### config.mk
export PLATFORM = sky130hd
export DESIGN_NAME = rf_1rw_sequencer
export DESIGN_NICKNAME = d
export VERILOG_FILES = /design/src/rtl/rf_seq_pkg.sv /design/src/rtl/rf_1rw_sequencer.sv
export SDC_FILE = /design/constraint.sdc
export NUM_CORES = 1
export LEC_CHECK = 0
export ABC_AREA = 1
export BUFFER_PORTS_ARGS = -buffer_cell sky130_fd_sc_hd__buf_4
export CORE_UTILIZATION = 45
export DETAILED_ROUTE_END_ITERATION = 10
export GPL_TIMING_DRIVEN = 0
export PLACE_DENSITY = 0.73
export SLEW_MARGIN = 40
export SYNTH_ARGS = -nofsm -noshare
export SYNTH_HDL_FRONTEND = slang
export SYNTH_SLANG_ARGS = --single-unit
### constraint.sdc
create_clock -name clk -period 1.45 [get_ports clk]
set_input_delay 0.145 -clock clk [delete_from_list [all_inputs] [get_ports clk]]
set_output_delay 0.145 -clock clk [all_outputs]
set_load 0.01 [all_outputs]
### src/rtl/rf_seq_pkg.sv
// Shared types for the 1RW register-file sequencer: FSM states, the read
// capture tag, and the address-width helper.
package rf_seq_pkg;

  typedef enum logic [2:0] {
    IDLE,
    RD1,
    RD2,
    WB,
    RESP
  } state_e;

  typedef enum logic [1:0] {
    CAP_NONE,
    CAP_RS1,
    CAP_RS2
  } cap_e;

  function automatic int unsigned raddr_width(input bit embedded);
    return embedded ? 4 : 5;
  endfunction

endpackage

### src/rtl/rf_1rw_sequencer.sv
// Serialises a dual-read/single-write regfile transaction onto a single-port
// synchronous RAM: reads first (so reads see pre-write values), then the write.
module rf_1rw_sequencer
  import rf_seq_pkg::*;
#(
  parameter bit embedded = 1'b1,
  localparam int unsigned raddr_w = raddr_width(embedded)
) (
  input  logic               clk,
  input  logic               rst_n,
  input  logic               req_valid,
  output logic               req_ready,
  input  logic               req_rs1_en,
  input  logic [raddr_w-1:0] req_rs1,
  input  logic               req_rs2_en,
  input  logic [raddr_w-1:0] req_rs2,
  input  logic               req_rd_we,
  input  logic [raddr_w-1:0] req_rd,
  input  logic [31:0]        req_rd_data,
  output logic               resp_valid,
  input  logic               resp_ready,
  output logic [31:0]        resp_rs1_data,
  output logic [31:0]        resp_rs2_data,
  output logic               mem_en,
  output logic               mem_we,
  output logic [raddr_w-1:0] mem_addr,
  output logic [31:0]        mem_wdata,
  input  logic [31:0]        mem_rdata
);

  state_e               state_q, state_d;
  cap_e                 cap_q, cap_d;
  logic                 rs1_en_q, rs2_en_q, rd_we_q;
  logic [raddr_w-1:0]   rs1_q, rs2_q, rd_q;
  logic [31:0]          rd_data_q;
  logic [31:0]          rs1_data_q, rs1_data_d;
  logic [31:0]          rs2_data_q, rs2_data_d;
  logic                 accept;

  // x0 never touches the RAM, so it never counts as a needed access.
  logic in_rs1_need, in_rs2_need, rs2_need, wr_need;
  assign in_rs1_need = req_rs1_en && (req_rs1 != '0);
  assign in_rs2_need = req_rs2_en && (req_rs2 != '0);
  assign rs2_need    = rs2_en_q && (rs2_q != '0);
  assign wr_need     = rd_we_q && (rd_q != '0);

  always_comb begin
    state_d    = state_q;
    cap_d      = CAP_NONE;
    rs1_data_d = rs1_data_q;
    rs2_data_d = rs2_data_q;
    accept     = 1'b0;
    req_ready  = 1'b0;
    resp_valid = 1'b0;
    mem_en     = 1'b0;
    mem_we     = 1'b0;
    mem_addr   = '0;
    mem_wdata  = '0;

    // RAM data arrives one cycle after the read strobe; the tag says where it goes.
    case (cap_q)
      CAP_RS1: rs1_data_d = mem_rdata;
      CAP_RS2: rs2_data_d = mem_rdata;
      default: ;
    endcase

    case (state_q)
      IDLE: begin
        req_ready = 1'b1;
        if (req_valid) begin
          accept     = 1'b1;
          rs1_data_d = '0;
          rs2_data_d = '0;
          if (in_rs1_need)      state_d = RD1;
          else if (in_rs2_need) state_d = RD2;
          else                  state_d = WB;
        end
      end
      RD1: begin
        mem_en   = 1'b1;
        mem_addr = rs1_q;
        cap_d    = CAP_RS1;
        state_d  = rs2_need ? RD2 : WB;
      end
      RD2: begin
        mem_en   = 1'b1;
        mem_addr = rs2_q;
        cap_d    = CAP_RS2;
        state_d  = WB;
      end
      WB: begin
        if (wr_need) begin
          mem_en    = 1'b1;
          mem_we    = 1'b1;
          mem_addr  = rd_q;
          mem_wdata = rd_data_q;
        end
        state_d = RESP;
      end
      RESP: begin
        resp_valid = 1'b1;
        if (resp_ready) state_d = IDLE;
      end
      default: state_d = IDLE;
    endcase
  end

  always_ff @(posedge clk or negedge rst_n) begin
    if (!rst_n) begin
      state_q    <= IDLE;
      cap_q      <= CAP_NONE;
      rs1_data_q <= '0;
      rs2_data_q <= '0;
    end else begin
      state_q    <= state_d;
      cap_q      <= cap_d;
      rs1_data_q <= rs1_data_d;
      rs2_data_q <= rs2_data_d;
    end
  end

  always_ff @(posedge clk or negedge rst_n) begin
    if (!rst_n) begin
      rs1_en_q  <= 1'b0;
      rs1_q     <= '0;
      rs2_en_q  <= 1'b0;
      rs2_q     <= '0;
      rd_we_q   <= 1'b0;
      rd_q      <= '0;
      rd_data_q <= '0;
    end else if (accept) begin
      rs1_en_q  <= req_rs1_en;
      rs1_q     <= req_rs1;
      rs2_en_q  <= req_rs2_en;
      rs2_q     <= req_rs2;
      rd_we_q   <= req_rd_we;
      rd_q      <= req_rd;
      rd_data_q <= req_rd_data;
    end
  end

  assign resp_rs1_data = rs1_data_q;
  assign resp_rs2_data = rs2_data_q;

endmodule

## Word level (Yosys, flattened, before mapping)

Cells that the tools add are included.

- Output and inout port bits: 104
- Input port bits: 83
- Word-level logic and storage cells: 53
- Register bits after elaboration: 115

- Reduce and logical (&&, ||, !) cells: 11
- Eq/ne operators: 8
- Multiplexer cells: 24

Operators with widths:

| cell | count |
|---|---|
| 32-bit 2-to-1 mux | 8 |
| 4-bit nonzero test | 4 |
| 3-bit case mux with 5 select lines | 1 |
| 4-bit case mux with 3 select lines | 1 |
| 1-bit 2-to-1 mux | 8 |
| 3-bit by 2-bit == test with 1-bit output (second input constant) | 2 |
| 3-bit 2-to-1 mux | 2 |
| 1-bit logical AND | 4 |
| 4-bit 2-to-1 mux | 1 |
| 2-bit inequality test (second input constant) | 2 |
| 2-bit case mux with 2 select lines | 1 |
| 3-bit by 1-bit == test with 1-bit output (second input constant) | 1 |
| 3-bit == test (second input constant) | 1 |
| 3-bit logical NOT | 1 |
| 2-bit by 1-bit == test with 1-bit output (second input constant) | 1 |
| 2-bit == test (second input constant) | 1 |
| 2-bit 2-to-1 mux | 1 |
| 1-bit case mux with 2 select lines | 1 |
| 2-bit AND reduction | 1 |
| 2-bit OR reduction | 1 |

## Depth between registers and ports, before layout

- Word-level depth: 6
- Gate-level depth with buffers: 7
- Gate-level depth less buffers: 7

## Worst setup path after synthesis

Ideal clock, no wire load.

- Path type: register -> output
- Start point: register state_q[2]
- End point: output port mem_wdata[23]
- Buffers on the path: 2
- Setup slack: 0.146 ns
- Stages on the path, launching flop included: 6
- Arrival time: 1.159 ns
- Data required time: 1.305 ns
- Cell sequence: dfrtp_1 -> nor3_2 -> nand3_1 -> buf_2 -> buf_6 -> nor2_1

- Longest elaborated chain between the ends: 2

Ends and longest elaborated chain:

| item | RTL line | text |
|---|---|---|
| from (decl) | rf_1rw_sequencer.sv:31 | `state_e state_q, state_d;` |
| from (signal assigned) | rf_1rw_sequencer.sv:115 | `state_q <= state_d;` |
| 3-bit by 2-bit == test with 1-bit output | rf_1rw_sequencer.sv:67 | `case (state_q)` |
| 32-bit 2-to-1 mux | rf_1rw_sequencer.sv:67 |  |
| to (decl) | rf_1rw_sequencer.sv:27 | `output logic [31:0] mem_wdata,` |

No other way between the ends.

## Worst setup path in the final report

- Start point: register state_q[1]
- End point: output port mem_wdata[26]

Same word-level chain as after synthesis.

==> results.md <==
* Routability congestion estimate at roughly 0.84
* Hold depth at 3
* CP Data Arrival Time at between 1500 and 2000 ps
* Worst vdd ir at around 0.0013 V
* Total GRT Usage at 0.264
* Register area at ~2900 µm²
* Most frequent cells in the layout: 185 x buf_4, 114 x dfrtp_1, 85 x nor2_1, 79 x inv_1, 47 x dlygate4sd3_1
* Starting Density at 0.470
* Crit path kind: flip-flop to output port
* GR Overflow Total at 0
* FMAX at around 520 MHz
* Layout cells sized above 1 at 0.450
* Final core utilization at 0.798
* Post-Place Cell Area at between 6000 and 7000 µm²
* Period utilization at 1.34
* Worst reg2reg path startpoint: state_q[0]
* Die area at between 10,000 and 15,000 µm²
* Hold WS at ~21 ps
* Largest net degree at the start of global routing at ~120
* IO buf count at 186
* # rows at 38
* Post-DRT Antenna Nets at 0
* Syn avg cell area at just over 9 µm²
* Die Width at approximately 110 µm
* Library cells used by synthesis at 25
* Slew Limit Headroom at 0.679
* Final Net Count at roughly 940
* Grt met2 use at 0.450
* Yosys warning total at 0
* Worst-path clk slew at ~50 ps
* Drt pass-1 iters at 7
* Outcome: finished, violations left
* PwrDens at ~2200 nW/µm²
* Worst-Skew Late Latency at around 400 ps
* CTS tree: yes
* Wire per inst at between 15 and 20 µm
* FF-to-FF End: rd_data_q[12]
* Die Y-Extent at roughly 110 µm
* First-pass GRT wire length at ~24 mm
* Deepest clock path buffer count at 2
* CP required at 1310 ps
* Worst Hold Launch: req_valid
* RSZ-0062 raised after global routing: true
* Total CTS buffers at 17
* Net Count, Synth at roughly 660
* Crit path max fanout at 10
* DRC at 0
* Core Area at 11,100 µm²
* MaxCap Viol Count at 0
* Antenna violations before repair at 0
* M3 GR Usage at 0.0765
* TritonCTS Sinks at around 120
* Htree depth at 4
* R2r setup slk at -260 ps
* Hold endpoint: state_q[0]
* Slew @ Worst Pin at between 400 and 500 ps
* Top Ports at approximately 190
* Post-Syn Area at between 5000 and 6000 µm²
* WL final at approximately 18 mm
* Iteration-0 DRC count of the detailed router at approximately 420
* Final hold violation count at 0
* Antenna cells at 0
* Mapped Cells at ~570
* Worst Setup SP: state_q[1]
* Max Slew Vio Count at 0
* P_leak at between 4 and 5 nW
* Worst setup SP type: flip-flop
* CTS root buf: clkbuf_16
* P&R area growth vs syn at 69.6%
* Setup WS post-layout at -490 ps
* Final Setup Violations at 150
* Fillcell total at ~630
* Sequential share of the synthesized area at 0.552
* Multi-input gate area at 2040 µm²
* Design Area, Final at between 8000 and 9000 µm²
* Crit end category: output port
* Met1 GRT Util at 0.319
* Synth Register Bits at 115
* Violated checks: negative setup slack
* Gr busiest metal: met2
* Worst min-delay path category: primary input to flip-flop
* Via count at 5,259
* Layout Skew at ~12 ps
* Vias/cell at between 5 and 6
* Vias in the first global route at between 4,000 and 5,000
* Commonest non-fill, non-tap cell in the layout: buf_4
* Crit path time final at around 1900 ps
* Post-detail-place hpwl at about 10 mm
* R2R depth at 9
Yosys cell counts, drive strengths merged:
cell type  number  area, µm²
and3            1       11.3
or2             1       6.26
o22ai           1       6.26
o21bai          4       30.0
nand3           4       20.0
inv            87        327
buf            29        228
nor2          105        422
o21ai          47        235
nor3           33        170
clkbuf          9       35.0
nand4           1       6.26
a21oi          36        180
dfrtp         115       2880
a211oi         32        400
nand2          66        248
o21a            1       7.51
sequential cells by signal, summed over array words and instances, names as in the netlist:
register,cells
rd_data_q,32
resp_rs2_data,32
rs1_q,4
cap_q,2
rs2_q,4
resp_rs1_data,32
rd_we_q,1
rd_q,4
state_q,3
rs2_en_q,1
power by group:
part	switching, mW	internal (mW)
logic	5.30	4.93
registers	0.850	4.81
clock network	1.42	2.55
total	7.57	12.3
critical path, stage by stage (launching register included):
cell	delay, ps
dfrtp_1	370
inv_2	70
nor3_4	240
nand3_2	140
buf_6	160
buf_8	150
nor2_2	130
buf_4	140
through the flow:
stage / setup TNS, ps / worst slack, ps / power (mW) / instances
6_report: -32440 / -490 / 19.9 / 1005
5_1_grt: -37960 / -570 / 20.9 / 1005
4_1_cts: -15650 / -449 / 17.7 / 980
3_5_place_dp: -4900 / -187 / 13.2 / 898
3_3_place_gp: -3470 / -146 / 12.9 / 898
2_1_floorplan: 0 / 146 / 10.1 / 572
metal layers:
layer / wire length, µm / part of all wire
met5: 0 / 0
met4: 406 / 0.022
met3: 1490 / 0.081
met2: 9300 / 0.51
met1: 7130 / 0.39
layout make-up:
| cell class | instances | share of cell area |
|---|---|---|
| buffer | 38 | 0.0505 |
| clock buffer | 21 | 0.0510 |
| clock inverter | 10 | 0.0125 |
| inverter | 87 | 0.0372 |
| multi-input combinational | 332 | 0.230 |
| sequential | 115 | 0.326 |
| tap | 140 | 0.0198 |
| timing repair buffer | 262 | 0.273 |
kinds of logic (layout without fill, tap and decap cells):
kind of cell,count (synthesis),count (layout),share of synthesized area
buf+inv,125,418,0.113
simple gates,211,211,0.170
compound gates,121,121,0.165
flops,115,115,0.552
worst max-delay path by stage:
stage | end | slack, ps | cells past startpoint
floorplan | mem_wdata[23] | 150 | 5
global placement | mem_wdata[15] | -150 | 6
detailed placement | mem_wdata[16] | -190 | 7
CTS | mem_wdata[23] | -450 | 6
global route | mem_wdata[26] | -570 | 6
finish | mem_wdata[26] | -490 | 7
repair_timing:
action                                 CTS  global route
endpoints found under the hold margin  161             0
buffers inserted                         3             9
gates cloned                             1            15
hold buffers                            47             0
setup endpoints to repair               61           113
resized for setup                       42           137
pin swaps                                4             4
Power figures use the tool's default switching activity.
